**src/rtl/intr_pkg.sv**
```systemverilog
// rtl/intr_pkg.sv - shared interrupt widths and vector type
package intr_pkg;

  localparam int DEF_INTR_WIDTH   = 8;
  localparam int DEF_FILTER_WIDTH = 4;

  typedef logic [DEF_INTR_WIDTH-1:0] intr_vec_t;

endpackage

```
**src/rtl/intr_cond_line.sv**
```systemverilog
// rtl/intr_cond_line.sv - one interrupt line: optional sync, glitch filter, rise pulse
// Synchronizer present only with INTR_COND_SYNC_EN defined.
module intr_cond_line
  import intr_pkg::*;
#(
  parameter int FILTER_WIDTH = DEF_FILTER_WIDTH
) (
  input  logic                    clk,
  input  logic                    reset,
  input  logic                    raw_intr,
  input  logic                    cfg_polarity,
  input  logic                    cfg_edge,
  input  logic [FILTER_WIDTH-1:0] cfg_filter_len,
  output logic                    ext_intr,
  output logic                    filt_level
);

  logic                    r_filt;
  logic [FILTER_WIDTH-1:0] r_cnt;
  logic                    r_edge_q;
  logic                    w_src;
  logic                    w_in;
  logic                    w_flip;

`ifdef INTR_COND_SYNC_EN
  logic r_sync1;
  logic r_sync2;

  always_ff @(posedge clk) begin
    if (reset) begin
      r_sync1 <= 1'b0;
      r_sync2 <= 1'b0;
    end else begin
      r_sync1 <= raw_intr;
      r_sync2 <= r_sync1;
    end
  end

  assign w_src = r_sync2;
`else
  assign w_src = raw_intr;
`endif

  assign w_in   = w_src ^ cfg_polarity;
  // >= rather than == so a lowered length mid-count still qualifies next edge
  assign w_flip = (w_in != r_filt) && (r_cnt >= cfg_filter_len);

  always_ff @(posedge clk) begin
    if (reset) begin
      r_filt   <= 1'b0;
      r_cnt    <= '0;
      r_edge_q <= 1'b0;
    end else begin
      r_edge_q <= cfg_edge & w_flip & w_in;
      if (w_in == r_filt) begin
        r_cnt <= '0;
      end else if (w_flip) begin
        r_filt <= w_in;
        r_cnt  <= '0;
      end else begin
        r_cnt <= r_cnt + FILTER_WIDTH'(1);
      end
    end
  end

  assign ext_intr   = cfg_edge ? r_edge_q : r_filt;
  assign filt_level = r_filt;

endmodule

```
**src/rtl/intr_input_conditioner.sv**
```systemverilog
// rtl/intr_input_conditioner.sv - per-line interrupt conditioning, top level
// Optional input synchronizer selected by INTR_COND_SYNC_EN.
module intr_input_conditioner
  import intr_pkg::*;
#(
  parameter int INTR_WIDTH   = DEF_INTR_WIDTH,
  parameter int FILTER_WIDTH = DEF_FILTER_WIDTH
) (
  input  logic                    clk,
  input  logic                    reset,
  input  logic [INTR_WIDTH-1:0]   raw_intr,
  input  logic [INTR_WIDTH-1:0]   cfg_polarity,
  input  logic [INTR_WIDTH-1:0]   cfg_edge,
  input  logic [FILTER_WIDTH-1:0] cfg_filter_len,
  output logic [INTR_WIDTH-1:0]   ext_intr,
  output logic [INTR_WIDTH-1:0]   filt_level
);

  for (genvar i = 0; i < INTR_WIDTH; i++) begin : g_line
    intr_cond_line #(
      .FILTER_WIDTH(FILTER_WIDTH)
    ) u_line (
      .clk           (clk),
      .reset         (reset),
      .raw_intr      (raw_intr[i]),
      .cfg_polarity  (cfg_polarity[i]),
      .cfg_edge      (cfg_edge[i]),
      .cfg_filter_len(cfg_filter_len),
      .ext_intr      (ext_intr[i]),
      .filt_level    (filt_level[i])
    );
  end

endmodule

```
**config.mk**
```make
export PLATFORM = sky130hd
export DESIGN_NAME = intr_input_conditioner
export DESIGN_NICKNAME = d
export VERILOG_FILES = /design/src/rtl/intr_pkg.sv /design/src/rtl/intr_cond_line.sv /design/src/rtl/intr_input_conditioner.sv
export SDC_FILE = /design/constraint.sdc
export NUM_CORES = 1
export LEC_CHECK = 0
export ABC_CLOCK_PERIOD_IN_PS = 2500
export BUFFER_PORTS_ARGS = -buffer_cell sky130_fd_sc_hd__buf_2
export CORE_ASPECT_RATIO = 0.9
export CORE_MARGIN = 3
export CORE_UTILIZATION = 57
export DETAILED_ROUTE_END_ITERATION = 10
export PLACE_DENSITY_LB_ADDON = 0.15
export SLEW_MARGIN = 15
export SYNTH_ARGS = -nofsm -noshare
export SYNTH_HDL_FRONTEND = slang
export SYNTH_SLANG_ARGS = --single-unit
export TNS_END_PERCENT = 100
```
**constraint.sdc**
```tcl
create_clock -name clk -period 2.5 [get_ports clk]
set_clock_uncertainty 0.15 [all_clocks]
set_input_delay 0.5 -clock clk [delete_from_list [all_inputs] [get_ports clk]]
set_output_delay 0.5 -clock clk [all_outputs]
set_load 0.02 [all_outputs]
```
# Word-level counts from Yosys, hierarchy flattened
# Index checks and enable logic that the tools add are counted.
# totals
elab_cells,120
output_inout_bits,16
input_bits,30
register_bits,48
# classes
muxes,8
n_reduce_logical,24
bitwise_logic,32
n_lt_le_gt_ge,8
addsub,8
n_eq_ne,16
# ops
operator,count
"adder 4 x 1 -> 4 bit, second input constant",8
>= comparator 4 bit,8
OR reduction 3 bit,8
AND 1 bit,16
AND reduction 2 bit,8
== test 1 bit,8
logical AND 1 bit,8
two-way mux 1 bit,8
!= test 1 bit,8
inverter 1 bit,8
XOR 1 bit,8

# Longest topological paths before layout
# logic_depth
word_depth,5
depth_mapped,6
ltp_nobuf,6

# By module
# From an unflattened synthesis, not the netlist that was laid out.
# hier_totals
hier_cells,296
area_unflattened_um2,2962.8
# by_module_without_submodules
mod,seq_area_each_um2,instances,area_per_inst_um2,cells_each
intr_cond_line,120.1,8,370.4,37

# Worst setup path after synthesis
# OpenSTA, ideal clock, no wires.
# synth_path
path_type,input to register
from,input cfg_filter_len[1]
to,register g_line[2].u_line.r_filt
n_path_buf,0
cell_stages,5
setup_ns,0.116
arrival_ns,1.578
t_required_ns,2.234
slack_ns,0.656
path_cell_list,inv_1 > ha_1 > a2111oi_4 > nor2_1 > o211a_1
# synth_via
elab_chain_len,3
# synth_rtl
item,line_no,text
"start, declared",intr_input_conditioner.sv:14,"input logic [FILTER_WIDTH-1:0] cfg_filter_len,"
>= comparator 4 bit,intr_cond_line.sv:46,assign w_flip = (w_in != r_filt) && (r_cnt >= cfg_filter_len);
logical AND 1 bit,intr_cond_line.sv:46,
AND reduction 2 bit (no line),n/a,
"end signal, assigned",intr_cond_line.sv:58,r_filt <= w_in;
"end, declared",intr_cond_line.sv:18,logic r_filt;
# Every way passes these cells.
# A chain may end at the register's enable or synchronous reset.

# Final worst setup path
# layout_path
from,input cfg_filter_len[1]
to,register g_line[6].u_line.r_filt
# layout_via
elab_chain_len,3
# layout_rtl
item,line_no
>= comparator 4 bit,intr_cond_line.sv:46
logical AND 1 bit,intr_cond_line.sv:46
AND reduction 2 bit (no line),n/a
"end signal, assigned",intr_cond_line.sv:58
"end, declared",intr_cond_line.sv:18
# Every way passes these cells.

==> results.json <==
{
  "slew_headroom_pct": 74.7,
  "cts_num_sinks": 48,
  "cp.arrival_ns": 1.89,
  "p_int_mw": 1.30,
  "place_congestion": 0.759,
  "synth_edf_count": 0,
  "wl_per_cell_um": 12.9,
  "total_power_mw": 1.79,
  "cts.clk_slew.worst_paths_ns": 0.09,
  "setup_viol": 0,
  "p_sw_share_pct": 27.4,
  "synth_flop_cell": "dfxtp_1",
  "first_pass_iters": 4,
  "hold_violations": 0,
  "period_share_pct": 73.8,
  "path_class": "input port to flop",
  "crit_fanout": 8,
  "fmax_mhz": 542,
  "synth-compound-area-share_pct": 14.4,
  "synth-simple-area-share_pct": 16.2,
  "drt_wl_total_um": 5050,
  "cts-root-buf": "clkbuf_8",
  "p_leak_nw": 1.59,
  "fin_crit_ns": 1.84,
  "grt_max_degree": 15,
  "cts_resized": 0,
  "final_common_cell": "nor2_1",
  "cp.required_ns": 2.55,
  "clkPwrFrac_pct": 30.7,
  "die_area_mm2": 0.00615,
  "synth_top_area_cell": "dfxtp_1",
  "maxCapViolations": 0,
  "synth_top_family_by_area": "adder cells",
  "cp-end-kind": "flop",
  "p_sw_mw": 0.491,
  "area_growth_pct": 9.89,
  "clockBufferDepth": 2,
  "grt_pass1_vias": 1966,
  "num_vias": 1985,
  "cts_tree": "done",
  "die_h_um": 74.7,
  "cts_post_setup_buffers_inserted": 0,
  "fillers": 415,
  "power.density_mw_per_mm2": 546,
  "syn-num-nets": 361,
  "synth.top_cell.area_share_pct": 32.2,
  "finalNonFillerCells": 392,
  "grt_usage_pct": 18.2,
  "met1_length_um": 2420,
  "die_w_um": 82.3,
  "core-area_mm2": 0.00495,
  "finalMaxSlewViolations": 0,
  "antenna_found_initial": 0,
  "ys_top_cells_by_area": "dfxtp_1 (32%), ha_1 (17%), a2111oi_4 (7.4%)",
  "postSynthCellCount": 291,
  "rsz0062_at_grt": "no",
  "ys_warn_count": 0,
  "num_antenna_cells": 0,
  "post_synth_fa_ha_maj_area_fraction_pct": 16.8,
  "wl_met3_um": 152,
  "ios": 46,
  "grt_pass1_wl_um": 8540,
  "synth_area_mm2": 0.00299,
  "fin_tns_setup_ns": 0,
  "ys_seq_elements": 48,
  "antenna_left": 0,
  "final_nets": 396,
  "holdCritPathClass": "input port to flop",
  "synth.distinct_cells": 24,
  "final_cell_mix": "nor2_1 (54), dfxtp_1 (48), buf_2 (45)",
  "port_buffers": 45,
  "numCtsBuffers": 5,
  "hpwl_um": 3960,
  "start_util_pct": 60.3,
  "irDropWorstVdd_uv": 358,
  "clk_latency_ns": 0.30,
  "synth.avg_cell_area_um2": 10.3,
  "seqPwrFrac_pct": 46.9,
  "combPwrFrac_pct": 22.4,
  "synthArstFlopShare_pct": 0,
  "htree_levels": 2,
  "drt_iter0_drc": 24,
  "num_rows": 24,
  "status": "complete, no violations",
  "drc": 0,
  "drive_above_1_share_pct": 26.3,
  "synth_xor_area_share_pct": 9.38,
  "muxShareOfSynthArea_pct": 4.02,
  "dp.cells": 384,
  "tightest_slew_ns": 0.380,
  "seq_area_frac_synth_pct": 32.2,
  "via_per_inst": 5.06,
  "routed-wl-met2_um": 2420,
  "maxUsedRoutingLayer": "met4",
  "grt_overflow": 0,
  "holdBufCountCts": 0,
  "critPathLaunchType": "input port"
}
-- registers in the layout, indices dropped and copies added, names as in the netlist --
| signal | count |
|---|---|
| g_line.u_line.filt_level | 8 |
| g_line.u_line.r_cnt | 32 |
| g_line.u_line.r_edge_q | 8 |
-- through the flow --
step                      utilization [%]  cell area [um^2]  hold slack [ns]  worst slack [ns]
after floorplan                         -              2990            0.280             0.656
after global placement               64.1              3170            0.294             0.347
after detailed placement             64.1              3170            0.296             0.310
after CTS                            66.2              3280            0.276             0.633
after global routing                 66.2              3280            0.284             0.538
final                                66.2              3280            0.286             0.656
-- cell usage after synthesis (2+ instances only) --
cell / instances
a2111oi_4: 8
and4_1: 7
buf_2: 2
buf_4: 16
dfxtp_1: 48
ha_1: 40
inv_1: 21
mux2_2: 8
mux2i_1: 3
nand2_1: 7
nand2b_4: 8
nand3_1: 8
nor2_1: 54
o211a_1: 4
o211ai_2: 8
o21a_1: 8
or3_1: 4
xnor2_1: 8
xor2_1: 24
-- final cells by class --
| cell class | count | area, um^2 | share of cell area [%] |
|---|---|---|---|
| Clock inverter | 2 | 35.0 | 1.07 |
| Inverter | 21 | 78.8 | 2.40 |
| Multi-Input combinational cell | 203 | 1810 | 55.2 |
| Clock buffer | 6 | 72.6 | 2.21 |
| Timing Repair Buffer | 47 | 240 | 7.32 |
| Tap cell | 65 | 81.3 | 2.48 |
| Sequential cell | 48 | 961 | 29.3 |
-- power by group through the flow --
| stage | logic [mW] | registers, mW | clock network (mW) |
|---|---|---|---|
| floorplan | 0.339 | 0.848 | 0 |
| CTS | 0.408 | 0.841 | 0.572 |
| detailed placement | 0.406 | 0.858 | 0 |
| global route | 0.453 | 0.846 | 0.596 |
| finish | 0.401 | 0.840 | 0.550 |
| global placement | 0.393 | 0.857 | 0 |
-- path summary, 6_finish.rpt --
path                                  start                     endpoint  slack, ns  cells past startpoint
setup reg to reg  g_line[4].u_line.r_cnt[0]  g_line[4].u_line.filt_level       0.67                      6
setup / recovery          cfg_filter_len[1]  g_line[6].u_line.filt_level       0.66                      6
hold / removal                  cfg_edge[1]    g_line[1].u_line.r_edge_q       0.29                      3
hold reg to reg   g_line[1].u_line.r_cnt[0]    g_line[1].u_line.r_cnt[0]       0.31                      1
-- kinds of logic after synthesis --
kind of cell / Yosys count
simple gates: 91
fa+ha+maj: 40
flops: 48
mux: 11
compound gates: 29
buf+inv: 40
xor+xnor: 32
-- per-layer routing --
metal,up-vias,GRT usage (%)
li1,1049,-
met1,910,21.9
met2,21,32.3
met3,5,4.07
met4,0,5.54
met5,-,0
-- worst max-delay path, stage by stage --
cell       delay [ns]
buf_2            0.09
inv_1            0.28
ha_1             0.33
a2111oi_4        0.37
nor2_1           0.11
o211a_1          0.21
Power figures use the tool's default switching activity.
